<file path="config.mk">
export PLATFORM = sky130hd
export DESIGN_NAME = mem_bus_arbiter_flat
export DESIGN_NICKNAME = d
export VERILOG_FILES = /design/src/rtl/bus_pkg.sv /design/src/rtl/mem_bus_arbiter_if.sv /design/src/rtl/mem_bus_arbiter_arb_pick.sv /design/src/rtl/mem_bus_arbiter.sv /design/src/flat_wrapper.sv
export SDC_FILE = /design/constraint.sdc
export NUM_CORES = 1
export LEC_CHECK = 0
export ABC_CLOCK_PERIOD_IN_PS = 4700
export BUFFER_PORTS_ARGS = -buffer_cell sky130_fd_sc_hd__buf_4
export CORE_ASPECT_RATIO = 0.6
export CORE_MARGIN = 4
export CORE_UTILIZATION = 34
export DETAILED_ROUTE_END_ITERATION = 8
export SLEW_MARGIN = 20
export SYNTH_ARGS = -nofsm -noshare
export SYNTH_HDL_FRONTEND = slang
export SYNTH_SLANG_ARGS = --single-unit
</file>
<file path="constraint.sdc">
create_clock -name clock -period 4.7 [get_ports clock]
set_clock_uncertainty 0.15 [all_clocks]
set_input_delay 0.94 -clock clock [delete_from_list [all_inputs] [get_ports clock]]
set_output_delay 0.94 -clock clock [all_outputs]
set_load 0.005 [all_outputs]
</file>
<file path="src/rtl/bus_pkg.sv">
// Shared definitions for the two-port memory bus arbiter.
// Latency: n/a (types and constants only).
// Backpressure: n/a.
package bus_pkg;

    typedef enum logic [1:0] {
        IDLE   = 2'd0,
        ACCESS = 2'd1,
        RESP   = 2'd2
    } state_t;

    localparam logic REQ_CPU = 1'b0;
    localparam logic REQ_DMA = 1'b1;

    localparam int DEF_ADDR_W = 32;
    localparam int DEF_DATA_W = 32;

endpackage

</file>
<file path="src/rtl/mem_bus_arbiter_if.sv">
// Bundle of both requester ports plus the memory-side bus of the arbiter.
// Latency: n/a (wires only).
// Backpressure: requesters hold req/payload until gnt; memory stalls with mem_ready=0.
// Modports: master = arbiter view (drives gnt/ack/err/data and mem_*),
//           slave  = environment view (requesters and memory).
interface mem_bus_arbiter_if
    import bus_pkg::*;
#(
    parameter int ADDR_W = DEF_ADDR_W,
    parameter int DATA_W = DEF_DATA_W
);
    logic              r0_req, r0_rw, r0_lock, r0_gnt, r0_ack, r0_err;
    logic [ADDR_W-1:0] r0_address;
    logic [DATA_W-1:0] r0_datao, r0_data;
    logic              r1_req, r1_rw, r1_lock, r1_gnt, r1_ack, r1_err;
    logic [ADDR_W-1:0] r1_address;
    logic [DATA_W-1:0] r1_datao, r1_data;
    logic              mem_en, mem_rw, mem_ready;
    logic [ADDR_W-1:0] mem_address;
    logic [DATA_W-1:0] mem_datao, mem_data;

    modport master (
        input  r0_req, r0_rw, r0_lock, r0_address, r0_datao,
        input  r1_req, r1_rw, r1_lock, r1_address, r1_datao,
        output r0_gnt, r0_ack, r0_err, r0_data,
        output r1_gnt, r1_ack, r1_err, r1_data,
        output mem_en, mem_rw, mem_address, mem_datao,
        input  mem_data, mem_ready
    );

    modport slave (
        output r0_req, r0_rw, r0_lock, r0_address, r0_datao,
        output r1_req, r1_rw, r1_lock, r1_address, r1_datao,
        input  r0_gnt, r0_ack, r0_err, r0_data,
        input  r1_gnt, r1_ack, r1_err, r1_data,
        input  mem_en, mem_rw, mem_address, mem_datao,
        output mem_data, mem_ready
    );
endinterface

</file>
<file path="src/rtl/mem_bus_arbiter_arb_pick.sv">
// Two-way round-robin winner selection with a bounded lock override.
// Latency: combinational.
// Backpressure: none; valid only says someone is requesting.
// Ports: req[1:0], prio, last_owner, last_lock, run_cnt_ok -> winner, valid.
module arb_pick
    import bus_pkg::*;
(
    input  logic [1:0] req,
    input  logic       prio,
    input  logic       last_owner,
    input  logic       last_lock,
    input  logic       run_cnt_ok,
    output logic       winner,
    output logic       valid
);
    always_comb begin
        valid  = |req;
        winner = prio;
        // A locked owner keeps the bus while under its run budget, or at any
        // time the other side is not asking for it.
        if (last_lock && req[last_owner] && (run_cnt_ok || !req[~last_owner])) begin
            winner = last_owner;
        end else if (req == 2'b01) begin
            winner = REQ_CPU;
        end else if (req == 2'b10) begin
            winner = REQ_DMA;
        end
    end
endmodule

</file>
<file path="src/rtl/mem_bus_arbiter.sv">
// Shares one memory bus between CPU (r0) and DMA (r1), one transaction per grant.
// Latency: gnt the cycle after req seen in IDLE; ack the cycle after mem_ready (or timeout).
// Backpressure: memory stalls via mem_ready; requests are only considered in IDLE.
// Ports: clock/reset (sync, active-high) and bus (master modport of mem_bus_arbiter_if).
module mem_bus_arbiter
    import bus_pkg::*;
#(
    parameter int ADDR_W   = DEF_ADDR_W,
    parameter int DATA_W   = DEF_DATA_W,
    parameter int MAX_HOLD = 8,
    parameter int TIMEOUT  = 16
) (
    input logic              clock,
    input logic              reset,
    mem_bus_arbiter_if.master bus
);
    localparam int RC_W = $clog2(MAX_HOLD + 1);
    localparam int WD_W = $clog2(TIMEOUT + 1);

    state_t            state_q, state_d;
    logic              prio_q;
    logic [RC_W-1:0]   run_cnt_q;
    logic [WD_W-1:0]   wd_q;
    logic              last_vld_q, last_owner_q, last_lock_q;
    logic              owner_q, rw_q;
    logic [1:0]        gnt_q, ack_q, err_q;
    logic [DATA_W-1:0] rdata_q [2];
    logic              mem_en_q, mem_rw_q;
    logic [ADDR_W-1:0] mem_address_q;
    logic [DATA_W-1:0] mem_datao_q;

    logic              pick_win, pick_vld;
    logic              do_grant, do_done, done_err;
    logic              sel_rw, sel_lock;
    logic [ADDR_W-1:0] sel_address;
    logic [DATA_W-1:0] sel_datao;

    arb_pick u_pick (
        .req        ({bus.r1_req, bus.r0_req}),
        .prio       (prio_q),
        .last_owner (last_owner_q),
        .last_lock  (last_lock_q & last_vld_q),
        .run_cnt_ok (run_cnt_q < RC_W'(MAX_HOLD)),
        .winner     (pick_win),
        .valid      (pick_vld)
    );

    assign sel_rw      = pick_win ? bus.r1_rw      : bus.r0_rw;
    assign sel_lock    = pick_win ? bus.r1_lock    : bus.r0_lock;
    assign sel_address = pick_win ? bus.r1_address : bus.r0_address;
    assign sel_datao   = pick_win ? bus.r1_datao   : bus.r0_datao;

    always_comb begin
        state_d  = state_q;
        do_grant = 1'b0;
        do_done  = 1'b0;
        done_err = 1'b0;
        case (state_q)
            IDLE: begin
                if (pick_vld) begin
                    state_d  = ACCESS;
                    do_grant = 1'b1;
                end
            end
            ACCESS: begin
                if (bus.mem_ready) begin
                    state_d = RESP;
                    do_done = 1'b1;
                end else if (wd_q == WD_W'(TIMEOUT - 1)) begin
                    state_d  = RESP;
                    do_done  = 1'b1;
                    done_err = 1'b1;
                end
            end
            RESP:    state_d = IDLE;
            default: state_d = IDLE;
        endcase
    end

    always_ff @(posedge clock) begin
        if (reset) begin
            state_q       <= IDLE;
            prio_q        <= REQ_CPU;
            run_cnt_q     <= '0;
            wd_q          <= '0;
            last_vld_q    <= 1'b0;
            last_owner_q  <= REQ_CPU;
            last_lock_q   <= 1'b0;
            owner_q       <= REQ_CPU;
            rw_q          <= 1'b0;
            gnt_q         <= '0;
            ack_q         <= '0;
            err_q         <= '0;
            rdata_q[0]    <= '0;
            rdata_q[1]    <= '0;
            mem_en_q      <= 1'b0;
            mem_rw_q      <= 1'b0;
            mem_address_q <= '0;
            mem_datao_q   <= '0;
        end else begin
            state_q <= state_d;
            gnt_q   <= '0;
            ack_q   <= '0;
            err_q   <= '0;

            if (do_grant) begin
                owner_q       <= pick_win;
                rw_q          <= sel_rw;
                gnt_q[pick_win] <= 1'b1;
                prio_q        <= ~pick_win;
                // Run length of back-to-back grants to the same owner.
                if (last_vld_q && last_owner_q == pick_win) begin
                    if (run_cnt_q != RC_W'(MAX_HOLD))
                        run_cnt_q <= run_cnt_q + RC_W'(1);
                end else begin
                    run_cnt_q <= RC_W'(1);
                end
                last_vld_q    <= 1'b1;
                last_owner_q  <= pick_win;
                last_lock_q   <= sel_lock;
                wd_q          <= '0;
                mem_en_q      <= 1'b1;
                mem_rw_q      <= sel_rw;
                mem_address_q <= sel_address;
                mem_datao_q   <= sel_datao;
            end

            if (state_q == ACCESS && !do_done)
                wd_q <= wd_q + WD_W'(1);

            if (do_done) begin
                wd_q           <= '0;
                ack_q[owner_q] <= 1'b1;
                err_q[owner_q] <= done_err;
                if (!done_err && !rw_q)
                    rdata_q[owner_q] <= bus.mem_data;
                mem_en_q      <= 1'b0;
                mem_rw_q      <= 1'b0;
                mem_address_q <= '0;
                mem_datao_q   <= '0;
            end
        end
    end

    assign bus.r0_gnt      = gnt_q[0];
    assign bus.r1_gnt      = gnt_q[1];
    assign bus.r0_ack      = ack_q[0];
    assign bus.r1_ack      = ack_q[1];
    assign bus.r0_err      = err_q[0];
    assign bus.r1_err      = err_q[1];
    assign bus.r0_data     = rdata_q[0];
    assign bus.r1_data     = rdata_q[1];
    assign bus.mem_en      = mem_en_q;
    assign bus.mem_rw      = mem_rw_q;
    assign bus.mem_address = mem_address_q;
    assign bus.mem_datao   = mem_datao_q;
endmodule

</file>
<file path="src/flat_wrapper.sv">
// flat-port wrapper written by rule: the top's interface ports become plain ports
module mem_bus_arbiter_flat import bus_pkg::*;
#(
    parameter int ADDR_W   = DEF_ADDR_W,
    parameter int DATA_W   = DEF_DATA_W,
    parameter int MAX_HOLD = 8,
    parameter int TIMEOUT  = 16
)
  (clock, reset, bus_r0_req, bus_r0_rw, bus_r0_lock, bus_r0_address, bus_r0_datao, bus_r1_req, bus_r1_rw, bus_r1_lock, bus_r1_address, bus_r1_datao, bus_r0_gnt, bus_r0_ack, bus_r0_err, bus_r0_data, bus_r1_gnt, bus_r1_ack, bus_r1_err, bus_r1_data, bus_mem_en, bus_mem_rw, bus_mem_address, bus_mem_datao, bus_mem_data, bus_mem_ready);
  mem_bus_arbiter_if #(.ADDR_W(ADDR_W), .DATA_W(DATA_W)) bus_i ();
  input logic clock;
  input logic reset;
  input wire logic [$bits(bus_i.r0_req)-1:0] bus_r0_req;
  input wire logic [$bits(bus_i.r0_rw)-1:0] bus_r0_rw;
  input wire logic [$bits(bus_i.r0_lock)-1:0] bus_r0_lock;
  input wire logic [$bits(bus_i.r0_address)-1:0] bus_r0_address;
  input wire logic [$bits(bus_i.r0_datao)-1:0] bus_r0_datao;
  input wire logic [$bits(bus_i.r1_req)-1:0] bus_r1_req;
  input wire logic [$bits(bus_i.r1_rw)-1:0] bus_r1_rw;
  input wire logic [$bits(bus_i.r1_lock)-1:0] bus_r1_lock;
  input wire logic [$bits(bus_i.r1_address)-1:0] bus_r1_address;
  input wire logic [$bits(bus_i.r1_datao)-1:0] bus_r1_datao;
  output wire logic [$bits(bus_i.r0_gnt)-1:0] bus_r0_gnt;
  output wire logic [$bits(bus_i.r0_ack)-1:0] bus_r0_ack;
  output wire logic [$bits(bus_i.r0_err)-1:0] bus_r0_err;
  output wire logic [$bits(bus_i.r0_data)-1:0] bus_r0_data;
  output wire logic [$bits(bus_i.r1_gnt)-1:0] bus_r1_gnt;
  output wire logic [$bits(bus_i.r1_ack)-1:0] bus_r1_ack;
  output wire logic [$bits(bus_i.r1_err)-1:0] bus_r1_err;
  output wire logic [$bits(bus_i.r1_data)-1:0] bus_r1_data;
  output wire logic [$bits(bus_i.mem_en)-1:0] bus_mem_en;
  output wire logic [$bits(bus_i.mem_rw)-1:0] bus_mem_rw;
  output wire logic [$bits(bus_i.mem_address)-1:0] bus_mem_address;
  output wire logic [$bits(bus_i.mem_datao)-1:0] bus_mem_datao;
  input wire logic [$bits(bus_i.mem_data)-1:0] bus_mem_data;
  input wire logic [$bits(bus_i.mem_ready)-1:0] bus_mem_ready;
  assign bus_i.r0_req = bus_r0_req;
  assign bus_i.r0_rw = bus_r0_rw;
  assign bus_i.r0_lock = bus_r0_lock;
  assign bus_i.r0_address = bus_r0_address;
  assign bus_i.r0_datao = bus_r0_datao;
  assign bus_i.r1_req = bus_r1_req;
  assign bus_i.r1_rw = bus_r1_rw;
  assign bus_i.r1_lock = bus_r1_lock;
  assign bus_i.r1_address = bus_r1_address;
  assign bus_i.r1_datao = bus_r1_datao;
  assign bus_r0_gnt = bus_i.r0_gnt;
  assign bus_r0_ack = bus_i.r0_ack;
  assign bus_r0_err = bus_i.r0_err;
  assign bus_r0_data = bus_i.r0_data;
  assign bus_r1_gnt = bus_i.r1_gnt;
  assign bus_r1_ack = bus_i.r1_ack;
  assign bus_r1_err = bus_i.r1_err;
  assign bus_r1_data = bus_i.r1_data;
  assign bus_mem_en = bus_i.mem_en;
  assign bus_mem_rw = bus_i.mem_rw;
  assign bus_mem_address = bus_i.mem_address;
  assign bus_mem_datao = bus_i.mem_datao;
  assign bus_i.mem_data = bus_mem_data;
  assign bus_i.mem_ready = bus_mem_ready;
  mem_bus_arbiter #(.ADDR_W(ADDR_W), .DATA_W(DATA_W), .MAX_HOLD(MAX_HOLD), .TIMEOUT(TIMEOUT)) u_core (.clock(clock), .reset(reset), .bus(bus_i));
endmodule
</file>
==> results_dict.tcl <==
set metrics [dict create \
    status "finished clean" \
    crit_path_end_kind "flop" \
    drt_iter0_markers 334 \
    hold_viol_final 0 \
    vias 5447 \
    num_io_pins 305 \
    whs_endpoint "u_core.wd_q[3]" \
    netlist.area_leader.share_pct 31.6 \
    timing.rr.start "u_core.wd_q[0]" \
    cts_num_sinks 152 \
    ctsHoldBuffers 0 \
    wirelength_mm 19.0 \
    yosys_warnings 0 \
    grt_use_total_pct 18.2 \
    synth_edf_count 64 \
    place_inst 1123 \
    max_clock_freq_ghz 0.357 \
    min_period_over_period_pct 59.5 \
    root_buffer "clkbuf_16" \
    synth.area.top_cells "edfxtp_1, dfxtp_1, nand2_1" \
    path_buf_inv 1 \
    critPathLaunchType "flop" \
    ant_nets 0 \
    fin_area_um2 9150 \
    crit_start "u_core.wd_q[0]" \
    instances_no_fill 1155 \
    rows 37 \
    holdWs_ns 0.297 \
    initial_core_util_pct 35.1 \
    die_y_um 112 \
    tns_ns 0 \
    relSlewSlack_pct 30.8 \
    cts_tree "built" \
    viasPerCell 4.72 \
    place_congestion 0.800 \
    hold_class "reg -> reg" \
    grt_max_degree 67 \
    grt_overflow 0 \
    regToRegEndpoint "u_core.bus.mem_datao[13]" \
    dieWidth_um 181 \
    cp.depth 9 \
    syn-cell-area_um2 6070 \
    cts_buffers 17 \
    yosysSeqAreaShare_pct 60.7 \
    cts.reportedPaths.clkPinSlew_ns 0.06 \
    synth_most_common_cell "nand2_1" \
    grt_pass1_wl_mm 30.0 \
    wl_per_cell_um 16.5 \
    syn_inst 624 \
    maxSlewViolCount 0 \
    fin_crit_ns 2.80 \
    critPathMaxFanout 41 \
    yosysUniqueCellTypes 33 \
    drcViolationCount 0 \
    ir_drop_mv 0.195 \
    cp_slowest_cell "nor2_4" \
    p_per_area_nw_per_um2 385 \
    drive_gt1_share_pct 38.2 \
    num-fill-cells 1644 \
    rsz0062_at_grt "false" \
    ys_ff_latch 152 \
    core-area_um2 17300 \
    worst_pin_slew_ns 1.04 \
    post_cts_resize_count 0 \
    post-route-util_pct 52.9 \
    syn_nets 797 \
    postSynth.asyncResetShare_pct 0 \
    diodes 0 \
    htree_levels 4 \
    dieArea_um2 20100 \
    regArea_um2 3680 \
    crit_chain "ha_1, and3_1, ha_1, nor2_1, nor2_1, nor2_4, buf_4, o21ai_0, a31oi_1" \
    grt_pass1_vias 5215 \
    cp.required_ns 4.88 \
    netlist_top_cells_count "nand2_1, dfxtp_1, a31oi_1" \
    yosys.area.top_type "edfxtp_1" \
    r2r_slack_ns 1.90 \
    multiInputGateArea_um2 2200 \
    area_growth_pct 50.7 \
    leakage_uw 0.00407 \
    maxCapViolCount 0 \
    hold_start "u_core.wd_q[3]" \
    reg2regPathDepth 9 \
    dp_hpwl_mm 13.7 \
    hold_depth 1 \
    cts_setup_buffers 0 \
    post_dp_cell_area_um2 8550 \
    cts_buffer_depth 2 \
    nets 1081 \
    worstSetupPathType "reg -> reg" \
    insertion_delay_ns 0.41 \
    synthFlopType "dfxtp_1" \
    crit_family "simple AND/OR/NAND/NOR gates" \
    finalSetupViolCount 0 \
    first_pass_iters 5 \
    io_buffer_count 304 \
    antenna_found_initial 0 \
    avgSynthCellArea_um2 9.73 \
    cp_data_arrival_time_ns 2.98 \
    max_stage_delay_ns 0.45 \
]
==> registers in the layout (all words and copies together) (netlist names) <==
register                cells
u_core.last_lock_q          1
u_core.rdata_q             64
u_core.run_cnt_q            4
u_core.state_q              2
u_core.ack_q                2
u_core.bus.mem_rw           1
u_core.prio_q               1
u_core.gnt_q                2
u_core.last_owner_q         1
u_core.err_q                2
u_core.bus.mem_datao       32
u_core.rw_q                 1
u_core.bus.mem_address     32
u_core.last_vld_q           1
u_core.wd_q                 5
u_core.bus.mem_en           1
==> metrics by stage <==
step / total power (µW) / worst slack [ns]
2_1_floorplan: 1800 / 2.13
3_3_place_gp: 2150 / 1.59
3_5_place_dp: 2150 / 1.54
4_1_cts: 3570 / 1.85
5_1_grt: 3690 / 1.59
6_report: 3530 / 1.90
==> cells in the final DEF (no fill, tap or decap), drive strengths merged <==
cell	count
nand4b	1
nand3	5
a22oi	1
nor2	28
a31oi	68
a2111oi	1
nand2b	2
dfxtp	88
or2	3
mux2i	1
clkinv	3
a311oi	2
a211oi	2
or3	1
nor4	1
and2	65
and3	1
a21oi	11
nor3	6
o21a	2
inv	14
buf	312
and3b	1
clkbuf	17
clkinvlp	1
bufinv	2
edfxtp	64
ha	4
o21ai	68
a311o	1
nand2	139
nand3b	6
==> report_power, final <==
group          leakage (µW)  total (µW)  internal, µW  switching [µW]
Combinational       0.00238         577           291             286
Sequential          0.00139        1530          1480            52.9
Clock              0.000298        1410           807             606
==> worst max-delay path by stage <==
stage,end
final,u_core.bus.mem_datao[13]
after global routing,u_core.bus.mem_datao[5]
after CTS,u_core.bus.mem_datao[13]
after detailed placement,u_core.rdata_q[0][22]
after global placement,u_core.rdata_q[1][26]
after floorplan,u_core.rdata_q[0][0]
==> cell families (layout without fill, tap and decap cells) <==
group                    count (synthesis)  in the layout  synth area share (%)
AND/OR/NAND/NOR                        259            259                  19.8
flip-flops                             152            152                  60.7
multiplexers                             1              1                 0.165
AO/OA/AOI/OAI                          156            156                  14.9
buffers and inverters                   52            349                  3.65
adder cells (fa/ha/maj)                  4              4                 0.824
==> routing by layer <==
| layer | global-route usage [%] | up-vias | part of all wire [%] |
|---|---|---|---|
| met4 | 3.63 | 0 | 1.0 |
| met1 | 25.9 | 2509 | 47 |
| li1 | - | 2749 | - |
| met2 | 28.0 | 174 | 46 |
| met5 | 0 | - | 0 |
| met3 | 5.22 | 15 | 6.3 |
==> area by class of cell <==
class	instances	area share, %
Clock buffer	17	4.65
Clock inverter	15	1.97
Inverter	5	0.205
Multi-Input combinational cell	420	24.0
Sequential cell	152	40.3
Tap cell	234	3.20
Timing Repair Buffer	312	25.7
No activity file was read; power rests on OpenSTA's default activity.
